[config.mk]
export PLATFORM = sky130hd
export DESIGN_NAME = serial_compare
export DESIGN_NICKNAME = d
export VERILOG_FILES = /design/src/rtl/compare_pkg.sv /design/src/rtl/cmp_digit.sv /design/src/rtl/serial_compare.sv
export SDC_FILE = /design/constraint.sdc
export NUM_CORES = 1
export LEC_CHECK = 0
export ABC_CLOCK_PERIOD_IN_PS = 5900
export BUFFER_PORTS_ARGS = -buffer_cell sky130_fd_sc_hd__buf_2
export CAP_MARGIN = 20
export CORE_MARGIN = 10
export CORE_UTILIZATION = 49
export CTS_CLUSTER_DIAMETER = 200
export DETAILED_ROUTE_END_ITERATION = 8
export PLACE_DENSITY = 0.81
export SETUP_SLACK_MARGIN = 0.1
export SYNTH_ARGS = -nofsm -noshare
export SYNTH_HDL_FRONTEND = slang
export SYNTH_SLANG_ARGS = --single-unit
[constraint.sdc]
create_clock -name clk -period 5.9 [get_ports clk]
set_clock_uncertainty 0.1 [all_clocks]
set_input_delay 0.59 -clock clk [delete_from_list [all_inputs] [get_ports clk]]
set_output_delay 0.59 -clock clk [all_outputs]
set_load 0.02 [all_outputs]
[src/rtl/compare_pkg.sv]
`default_nettype none
// ============================================================================
// Module   : compare_pkg
// Brief    : Shared types for the serial digit-by-digit magnitude comparator.
// Revision : 1.0
// ============================================================================
package compare_pkg;

    typedef enum logic [1:0] {
        IDLE = 2'd0,
        RUN  = 2'd1,
        DONE = 2'd2
    } state_t;

    typedef enum logic [1:0] {
        LT = 2'd0,
        EQ = 2'd1,
        GT = 2'd2
    } result_t;

    // A single-digit operand still needs a one-bit counter.
    function automatic int cnt_width(input int n);
        return (n > 1) ? $clog2(n) : 1;
    endfunction

endpackage
`default_nettype wire

[src/rtl/cmp_digit.sv]
`default_nettype none
// ============================================================================
// Module   : cmp_digit
// Brief    : Combinational unsigned compare of one D-bit digit pair.
// Revision : 1.0
// ============================================================================
module cmp_digit #(
    parameter int D = 4
) (
    input  logic [D-1:0] i_a,
    input  logic [D-1:0] i_b,
    output logic         o_gt,
    output logic         o_lt
);

    assign o_gt = (i_a > i_b);
    assign o_lt = (i_a < i_b);

endmodule
`default_nettype wire

[src/rtl/serial_compare.sv]
`default_nettype none
// ============================================================================
// Module   : serial_compare
// Brief    : Compares two W-bit operands one D-bit digit per cycle, MSB first,
//            signed or unsigned, with fixed latency and valid/ready handshakes.
// Revision : 1.0
// ============================================================================
module serial_compare
    import compare_pkg::*;
#(
    parameter int W = 16,
    parameter int D = 4
) (
    input  logic         clk,
    input  logic         rst,
    input  logic         in_valid,
    output logic         in_ready,
    input  logic [W-1:0] A,
    input  logic [W-1:0] B,
    input  logic         sgn,
    output logic         out_valid,
    input  logic         out_ready,
    output logic         G,
    output logic         L,
    output logic         E
);

    localparam int              c_n    = W / D;
    localparam int              c_cw   = cnt_width(c_n);
    localparam logic [c_cw-1:0] c_last = c_cw'(c_n - 1);

    state_t          r_state;
    state_t          w_next;
    logic [W-1:0]    r_a;
    logic [W-1:0]    r_b;
    logic [c_cw-1:0] r_cnt;
    logic            r_decided;
    result_t         r_res;

    logic [W-1:0]    w_flip;
    logic [D-1:0]    w_dig_a;
    logic [D-1:0]    w_dig_b;
    logic            w_gt;
    logic            w_lt;
    logic            w_last;

    // Flipping the sign bit maps two's-complement order onto unsigned order.
    assign w_flip = {sgn, {(W-1){1'b0}}};
    assign w_last = (r_cnt == c_last);

    always_comb begin
        w_dig_a = '0;
        w_dig_b = '0;
        for (int i = 0; i < c_n; i++) begin
            if (r_cnt == c_cw'(i)) begin
                w_dig_a = r_a[W-1-i*D -: D];
                w_dig_b = r_b[W-1-i*D -: D];
            end
        end
    end

    cmp_digit #(
        .D (D)
    ) u_cmp_digit (
        .i_a  (w_dig_a),
        .i_b  (w_dig_b),
        .o_gt (w_gt),
        .o_lt (w_lt)
    );

    always_ff @(posedge clk) begin
        if (rst) begin
            r_state <= IDLE;
        end else begin
            r_state <= w_next;
        end
    end

    always_comb begin
        w_next = r_state;
        case (r_state)
            IDLE:    if (in_valid)  w_next = RUN;
            RUN:     if (w_last)    w_next = DONE;
            DONE:    if (out_ready) w_next = IDLE;
            default:                w_next = IDLE;
        endcase
    end

    always_ff @(posedge clk) begin
        if (rst) begin
            r_a       <= '0;
            r_b       <= '0;
            r_cnt     <= '0;
            r_decided <= 1'b0;
            r_res     <= EQ;
        end else begin
            case (r_state)
                IDLE: begin
                    if (in_valid) begin
                        r_a       <= A ^ w_flip;
                        r_b       <= B ^ w_flip;
                        r_cnt     <= '0;
                        r_decided <= 1'b0;
                        r_res     <= EQ;
                    end
                end
                RUN: begin
                    r_cnt <= w_last ? '0 : r_cnt + 1'b1;
                    // The most significant differing digit settles the order.
                    if (!r_decided && (w_gt || w_lt)) begin
                        r_decided <= 1'b1;
                        r_res     <= w_gt ? GT : LT;
                    end
                end
                default: ;
            endcase
        end
    end

    assign in_ready  = (r_state == IDLE);
    assign out_valid = (r_state == DONE);
    assign G         = out_valid && (r_res == GT);
    assign L         = out_valid && (r_res == LT);
    assign E         = out_valid && (r_res == EQ);

endmodule
`default_nettype wire

==> flow_metrics.tcl, run 1 <==
set metrics [dict create \
    setup_viol 0 \
    grt_pass1_vias 1559 \
    clock_latency_ns 0.29 \
    cp-end-kind "flip-flop" \
    layout.cells.non_filler 325 \
    vdd_drop_max_mv 0.199 \
    firstDrtPassIters 4 \
    ys_top_cells_by_area "dfxtp_1, nand2_1, a21oi_1" \
    r2r_cells 9 \
    rows 22 \
    numCtsBuffers 5 \
    p_clk_share_pct 30.9 \
    htree_levels 2 \
    synth_top_cell_area_share_pct 41.2 \
    p_leak_uw 0.000871 \
    start_kind "flip-flop" \
    max_freq_ghz 0.416 \
    seqPwrFrac_pct 53.3 \
    slew_viol_final 0 \
    yosys-top-cells-count "nand2_1, a21oi_1, dfxtp_1" \
    min_from "r_b[4]" \
    layout_min_cycle_time_ns 2.41 \
    die_x_um 82.2 \
    post_drt_wl_per_cell_um 12.2 \
    timing.hold.ws_ns 0.355 \
    hold_end "r_b[4]" \
    place_inst 317 \
    synth_area_leader_cell "dfxtp_1" \
    yosys_register_bits 39 \
    cpLargestDelayFamily "compound AO/OA/AOI/OAI gates" \
    pwr_density_cell_nw_per_um2 258 \
    ant_nets 0 \
    synth.most_common_cell "nand2_1" \
    maxCapViolCount 0 \
    drive_gt1_share_pct 18.1 \
    rsz0062_at_grt "false" \
    cp_slowest_stage_delay_ns 0.40 \
    hold_buffers 0 \
    clk_pin_slew_ns 0.07 \
    antenna_found_initial 0 \
    switching_share_pct 26.5 \
    grt_overflow 0 \
    io_buffers 41 \
    synth_compound_area_share_pct 22.5 \
    r2r-end "r_decided" \
    hold_depth 2 \
    status "finished clean" \
    grt_max_degree 39 \
    synth_edf_count 0 \
    drtIter0Drc 95 \
    synthMuxAreaShare_pct 0.528 \
    place_hpwl_um 2930 \
    synth_fa_ha_area_share_pct 5.28 \
    clock_sink_count 39 \
    synth-xor-area-share_pct 0.923 \
    yosys_warnings 0 \
    grtUsageTotal_pct 12.2 \
    crit_slowest_cell "dfxtp_1" \
    route.detailed.drc 0 \
    vias 1648 \
    synthCells 246 \
    finalWeightedCongestion 0.788 \
    ys_seq_area_share_pct 41.2 \
    hold_path_class "reg -> reg" \
    crit_type "reg -> reg" \
    ctsRootBufferMaster "clkbuf_8" \
    comb_power_share_pct 15.8 \
    cts_repair_resize_count 0 \
    die_h_um 82.2 \
    fin_area_um2 2120 \
    cell_internal_pwr_uw 401 \
    avgSynthCellArea_um2 7.71 \
    synthArstFlopShare_pct 0 \
    postCtsSetupBuffers 0 \
    arrival_ns 2.49 \
    switching_power_uw 145 \
    dieArea_um2 6760 \
    worstPathCellList "inv_1 -> ha_1 -> a21oi_1 -> o21ai_0 -> a22o_1 -> ha_1 -> nand4_1 -> o21a_1 -> o21a_1" \
    fin_crit_sh_pct 40.8 \
    synth_cell_types 30 \
    vias_per_cell 5.07 \
    fin_tns_setup_ns 0 \
    finalHoldViolations 0 \
    pin_count 42 \
    synth_top_family_by_area "compound AO/OA/AOI/OAI gates" \
    final_core_util_pct 57.5 \
    start_util_pct 51.4 \
    diodes 0 \
    nNetsFinal 321 \
    synth-simple-area-share_pct 20.1 \
    syn_area_um2 1900 \
    r2r-start "r_cnt[0]" \
    max-slew-margin-rel_pct 33.3 \
    drt-total-wl_um 3980 \
    cts_tree "yes" \
    cp.required_ns 5.99 \
    cts.path.max_buffers 2 \
    r2r_slack_ns 3.49 \
    synthFlopType "dfxtp_1" \
    placed_cell_area_um2 2040 \
    syn_nets 291 \
    crit_path_max_fanout 16 \
    syn2layout_area_growth_pct 11.7 \
    worstMarginPinSlew_ns 1.00 \
    core_um2 3690 \
    critPathBufInv 1 \
    grt_pass1_wl_um 6560 \
]
-- state kept, by name, indices dropped and copies added (netlist names) --
register / cells
r_cnt: 2
r_state: 2
r_res: 2
r_decided: 1
r_b: 16
r_a: 16
-- metal layers --
metal	track usage [%]	routed length, um	vias up	share of wire [%]
li1	-	-	884	-
met1	14.1	1770	729	44
met2	19.8	1910	30	48
met3	4.54	249	5	6.3
met4	4.93	48	0	1.2
met5	0	0	-	0
-- worst max-delay path by stage --
stage                 to      from  depth (start not counted)
2_1_floorplan  r_decided  r_cnt[0]                         10
3_3_place_gp   r_decided  r_cnt[0]                          9
3_5_place_dp   r_decided  r_cnt[0]                          9
4_1_cts        r_decided  r_cnt[0]                          9
5_1_grt         r_res[1]  r_cnt[0]                          9
6_report       r_decided  r_cnt[0]                          9
-- through the flow --
step / worst slack [ns] / total power (uW)
final: 3.49 / 546
after global routing: 3.31 / 577
after CTS: 3.50 / 550
after detailed placement: 3.52 / 383
after global placement: 3.65 / 380
after floorplan: 3.73 / 362
-- layout by cell type, fill, tap and decap left out, drive strengths merged --
cell	n
inv	13
a21oi	48
o21ai	9
a22o	4
a22oi	7
o21bai	1
ha	8
a211oi	2
nor4b	1
nor3b	2
nand2b	1
o21a	2
a311oi	1
xnor2	2
nor3	3
nand2	69
o211ai	1
nand4	1
dfxtp	39
or3b	1
nor2b	2
clkbuf	7
and3	1
clkinv	1
or2	1
mux2i	1
buf	42
nor2	7
-- worst register-to-register path: cells and delay by family (launching register included) --
family / cells / cell delay (ns)
AO/OA/AOI/OAI: 5 / 0.87
adder cells (fa/ha/maj): 2 / 0.70
flip-flops: 1 / 0.40
AND/OR/NAND/NOR: 1 / 0.15
buffers and inverters: 1 / 0.09
-- power groups by stage --
stage                     Clock [uW]  Sequential, uW  Combinational [uW]
final                            169             291                86.1
after global routing             184             293                99.9
after CTS                        172             291                86.8
after detailed placement           0             297                86.2
after global placement             0             296                83.6
after floorplan                    0             292                69.2
-- logic make-up after synthesis --
group | after synthesis
buffers and inverters | 32
AOI/OAI and AO/OA | 75
and+or+nand+nor | 89
muxes | 1
adders and majority gates | 8
DFF | 39
xor gates and xnor gates | 2
-- area by class of cell --
| cell class | instances | area, um2 |
|---|---|---|
| Clock buffer | 7 | 76.3 |
| Tap cell | 48 | 60.1 |
| Inverter | 13 | 48.8 |
| Clock inverter | 1 | 5.00 |
| Fill cell | 368 | 1570 |
| Timing Repair Buffer | 42 | 213 |
| Multi-Input combinational cell | 175 | 936 |
| Sequential cell | 39 | 781 |
(Power assumes the default switching activity.)
==> inputs of run 2 (changes only) <==
ABC_CLOCK_PERIOD_IN_PS = 2090   (was 5900)
CORE_UTILIZATION = 48   (was 49)
PLACE_DENSITY = 0.83   (was 0.81)
clock period = 2.09 ns   (was 5.9 ns; I/O delays follow)
==> run 2 against run 1 <==
  * Critical path type unchanged
  * Setup slack got worse by 3.5 ns
  * Wire length is 20% higher
  * The run now ends with setup timing left
  * Design area rose by 11%
  * Global-route usage up 0.61 points
  * Largest cell class unchanged
==> flow_metrics.tcl, run 2 (synthesis gave the netlist of run 1 again) <==
set metrics [dict create \
    status "complete, but fails checks" \
    failed_checks "setup timing" \
    worstMarginPinSlew_ns 0.462 \
    place_inst 322 \
    nNetsFinal 332 \
    htree_levels 2 \
    hold_path_class "in -> reg" \
    io_buffers 41 \
    finalWorstSetupSlack_ns -0.0127 \
    cp-end-kind "flip-flop" \
    crit_slowest_cell "dfxtp_4" \
    rows 22 \
    firstDrtPassIters 4 \
    start_util_pct 50.7 \
    clock_latency_ns 0.29 \
    place_hpwl_um 3210 \
    grtUsageTotal_pct 12.8 \
    ctsRootBufferMaster "clkbuf_8" \
    r2r_cells 10 \
    cts.path.max_buffers 2 \
    core_um2 3740 \
    drtIter0Drc 93 \
    final_cell_mix "nand2_1, a21oi_1, buf_2" \
    drt-total-wl_um 4770 \
    slew_viol_final 0 \
    top_regs "r_a x16, r_b x16" \
    crit_start "r_cnt[1]" \
    finalWeightedCongestion 0.898 \
    drive_gt1_share_pct 27.9 \
    vias 1776 \
    numCtsBuffers 5 \
    pin_count 42 \
    rsz0062_at_grt "true" \
    crit_path_max_fanout 8 \
    post_drt_wl_per_cell_um 14.2 \
    layout_min_cycle_time_ns 2.10 \
    r2r_slack_ns -0.01 \
    die_x_um 82.9 \
    route.detailed.drc 0 \
    timing.hold.ws_ns 0.0432 \
    fin_area_um2 2350 \
    r2r-end "r_decided" \
    ant_nets 0 \
    placed_cell_area_um2 2090 \
    maxCapViolCount 0 \
    grt_pass1_wl_um 7650 \
    grt_overflow 0 \
    finalHoldViolations 0 \
    grt_pass1_vias 1721 \
    start_kind "flip-flop" \
    p_leak_uw 0.000953 \
    setup_viol 2 \
    max_freq_ghz 0.476 \
    cts_tree "yes" \
    max-slew-margin-rel_pct 69.2 \
    cp_slowest_stage_delay_ns 0.41 \
    antenna_found_initial 0 \
    arrival_ns 2.20 \
    diodes 0 \
    clock_sink_count 39 \
    clk_pin_slew_ns 0.07 \
    crit_type "reg -> reg" \
    vias_per_cell 5.30 \
    vdd_drop_max_mv 0.441 \
    dieArea_um2 6870 \
    r2r-start "r_cnt[1]" \
    final_common_cell "nand2_1" \
    fin_crit_sh_pct 101 \
    fin_tns_setup_ns -0.0187 \
    die_h_um 82.9 \
    worstSetupEndpoint "r_decided" \
    pwr_density_cell_nw_per_um2 737 \
    grt_max_degree 36 \
    cp.required_ns 2.18 \
    layout.cells.non_filler 335 \
    worstPathCellList "inv_4 -> ha_4 -> buf_4 -> a21oi_2 -> o21ai_2 -> a22oi_2 -> ha_4 -> nand4_1 -> o21a_1 -> o21a_1" \
    syn2layout_area_growth_pct 23.9 \
]
## run 2: metal layers
metal,share of wire [%],GRT usage [%]
met1,45,14.7
met2,48,21.2
met3,4.8,3.91
met4,2.0,5.38
met5,0,0
## run 2: how the worst min path moves through the flow
stage | startpoint | slack [ns] | endpoint | cells after the start
5_1_grt | A[6] | 0.05 | r_a[6] | 3
3_5_place_dp | r_a[13] | 0.35 | r_a[13] | 2
4_1_cts | B[3] | 0.05 | r_b[3] | 3
3_3_place_gp | r_a[7] | 0.34 | r_a[7] | 2
6_report | B[14] | 0.04 | r_b[14] | 3
2_1_floorplan | A[0] | 0.24 | r_a[0] | 2
## run 2: what timing repair did
item | CTS | global route
hold buffers | 0 | 0
resized for setup | 22 | 11
buffers inserted | 6 | 0
pin swaps | 10 | 9
endpoints found under the setup margin | 3 | 3
## run 2: layout make-up
type,count,area [um2]
flip-flops and latches,39,788
repair buffers,53,303
fillers,330,1390
inverters,13,53.8
multi-input cells,175,1040
clock inverters,1,30.0
clock buffers,6,72.6
well taps,48,60.1
## run 2: critical path: cells and delay by family (launching register included)
kind | cells | cell delay, ns
AO/OA/AOI/OAI | 5 | 0.79
flip-flops | 1 | 0.41
adder cells (fa/ha/maj) | 2 | 0.37
buffers and inverters | 2 | 0.21
AND/OR/NAND/NOR | 1 | 0.12
## run 2: through the flow
| stage | utilization (%) | total power (uW) | setup slack (ns) |
|---|---|---|---|
| 5_1_grt | 62.8 | 1790 | -0.112 |
| 6_report | 62.8 | 1730 | -0.0127 |
| 3_3_place_gp | 55.7 | 1080 | -0.0126 |
| 2_1_floorplan | - | 1030 | 0.0952 |
| 3_5_place_dp | 55.7 | 1090 | -0.0969 |
| 4_1_cts | 61.7 | 1710 | 0.0422 |
## run 2: report_power, final
part,internal (uW),switching [uW],total [uW]
registers,789,35.1,824
logic,143,161,304
clock network,350,253,603
==> inputs of run 3 (changes only) <==
ABC_AREA = 1   (was unset)
CORE_MARGIN = unset   (was 10)
==> run 3 against run 2 <==
  * First-iteration DRC count up 53%
  * Critical path depth up 8
  * Largest power group unchanged
  * Register-to-register slack worse by 0.11 ns
  * Design area up 1.7%
  * Clock-buffer cell count up 2
  * Die area down 39%
  * Wire length down 8.2%
  * Core utilization up 1.5 points
  * Final cell count up 7.8%
  * The run still ends with setup timing left
  * Power up 8.2%
  * Synthesized cell count up 5.3%
  * Clock power down 9.3%
==> flow_metrics.tcl, run 3 <==
set metrics [dict create \
    status "complete, but fails checks" \
    failed_checks "setup timing" \
    final_common_cell "nor2_1" \
    rows 22 \
    synthCells 259 \
    max_freq_ghz 0.453 \
    cp-end-kind "flip-flop" \
    place_inst 345 \
    maxCapViolCount 0 \
    drive_gt1_share_pct 32.3 \
    die_h_um 64.6 \
    start_util_pct 50.5 \
    syn_area_um2 1880 \
    cts.path.max_buffers 2 \
    core_um2 3720 \
    arrival_ns 2.30 \
    finalHoldViolations 0 \
    synth-simple-area-share_pct 24.5 \
    use_met3_pct 6.34 \
    setup_viol 3 \
    ant_nets 0 \
    io_buffers 41 \
    route.detailed.drc 0 \
    dieArea_um2 4170 \
    met2_usage_pct 37.8 \
    ys_top_cells_by_area "dfxtp_1, nor2_1, o21ai_0" \
    firstDrtPassIters 5 \
    crit_type "reg -> reg" \
    die_x_um 64.6 \
    yosys_warnings 0 \
    ys_seq_area_share_pct 41.6 \
    cp.required_ns 2.18 \
    layout.cells.non_filler 361 \
    grt_pass1_vias 1625 \
    r2r_slack_ns -0.12 \
    numCtsBuffers 5 \
    p_leak_uw 0.00110 \
    grt_use_met1_pct 25.8 \
    finalWorstSetupSlack_ns -0.120 \
    ctsRootBufferMaster "clkbuf_8" \
    syn2layout_area_growth_pct 27.2 \
    grt_max_degree 35 \
    pin_count 42 \
    grt_pass1_wl_um 7030 \
    finalWeightedCongestion 0.885 \
    power_uw 1870 \
    synthArstFlopShare_pct 0 \
    nNetsFinal 357 \
    htree_levels 2 \
    multi_input_area_um2 1020 \
    synth_cell_types 27 \
    fillers 337 \
    vias 1875 \
    syn_nets 304 \
    max-slew-margin-rel_pct 65.1 \
    vdd_drop_max_mv 0.448 \
    worstMarginPinSlew_ns 0.522 \
    clock_sink_count 39 \
    drt-total-wl_um 4380 \
    clock_latency_ns 0.29 \
    rsz0062_at_grt "true" \
    fin_area_um2 2390 \
    synth-xor-area-share_pct 0.933 \
    layout_min_cycle_time_ns 2.21 \
    avgSynthCellArea_um2 7.25 \
    place_hpwl_um 3000 \
    synth_area_leader_cell "dfxtp_1" \
    synth_top_cell_area_share_pct 41.6 \
    final_cell_mix "nor2_1, buf_2, dfxtp_1" \
    vias_per_cell 5.19 \
    crit_path_max_fanout 4 \
    hold_path_class "in -> reg" \
    synth_edf_count 0 \
    pwr_density_cell_nw_per_um2 784 \
    top_regs "r_a x16, r_b x16" \
    synth_top_family_by_area "simple AND/OR/NAND/NOR gates" \
    grt.busiest_layer "met2" \
    cts_tree "yes" \
    timing.hold.ws_ns 0.0482 \
    diodes 0 \
    clk_pin_slew_ns 0.07 \
    grt_overflow 0 \
    synth_fa_ha_area_share_pct 5.33 \
    placed_cell_area_um2 2140 \
    fin_crit_sh_pct 106 \
    synth.most_common_cell "nor2_1" \
    regArea_um2 788 \
    slew_viol_final 0 \
    drtIter0Drc 142 \
    yosys-top-cells-count "nor2_1, dfxtp_1, o21ai_0" \
    antenna_found_initial 0 \
    start_kind "flip-flop" \
    grtUsageTotal_pct 22.3 \
    synth_compound_area_share_pct 18.6 \
    synthMuxAreaShare_pct 0 \
    post_drt_wl_per_cell_um 12.1 \
    synthFlopType "dfxtp_1" \
    yosys_register_bits 39 \
]
==> run 3: timing repair <==
action	CTS	global route
setup buffers	3	4
hold buffers	0	0
pin swaps	7	11
endpoints found under the setup margin	3	3
cloned	0	1
resized for setup	12	19
hold endpoints to repair	0	0
==> run 3: critical path, cell delays in order, from the launching register on <==
cell and delay, ns:
dfxtp_4 0.38, inv_4 0.05, ha_4 0.17, buf_4 0.13, a21oi_1 0.13, nand2_1 0.07, o21ai_0 0.07, nand2_1 0.06
o21ai_0 0.12, ha_2 0.21, inv_1 0.03, nand2_1 0.04, nand2_1 0.08, nand2_2 0.09, nand2_2 0.06, nand2_4 0.07
nand2_4 0.06, a21oi_2 0.13, nor2_1 0.04
==> run 3: cell families (layout without fill, tap and decap cells) <==
group | after synthesis | count (layout)
compound gates | 66 | 66
fa+ha+maj | 8 | 8
simple gates | 113 | 113
xor+xnor | 2 | 2
flops | 39 | 39
buf+inv | 31 | 85
==> run 3: final cells by class <==
cell class | count | area share, %
tap | 48 | 2.51
timing repair buffer | 57 | 13.6
timing repair inverter | 1 | 0.209
sequential | 39 | 33.0
multi-input combinational | 189 | 42.8
inverter | 19 | 3.66
clock buffer | 8 | 4.19
==> run 3: metrics by stage <==
stage	utilization (%)	TNS, ns	setup WS, ns
finish	64.3	-0.308	-0.120
detailed placement	57.7	-0.385	-0.158
floorplan	-	0	0.0346
global placement	57.7	-0.247	-0.114
global route	64.3	-0.775	-0.268
CTS	62.0	-0.227	-0.0993
==> run 3: final timing paths <==
kind                               start       end  cells after the start
worst max-delay path            r_cnt[1]  r_res[1]                     18
worst min register to register   r_a[15]   r_a[15]                      2
worst min-delay path                A[5]    r_a[5]                      3
worst max register to register  r_cnt[1]  r_res[1]                     18
==> run 3: where the power goes <==
group          total (uW)  switching [uW]  internal [uW]  leakage [uW]
Sequential            852            44.2            808      0.000324
Clock                 547             246            301     0.0000515
Combinational         473             273            200      0.000726
Total                1870             564           1310       0.00110
==> run 3: routing by layer <==
layer  vias to the layer above  part of all wire, %
met2                        62                   49
met4                         0                  1.4
li1                        952                    -
met1                       855                   45
met3                         6                  5.5
met5                         -                    0
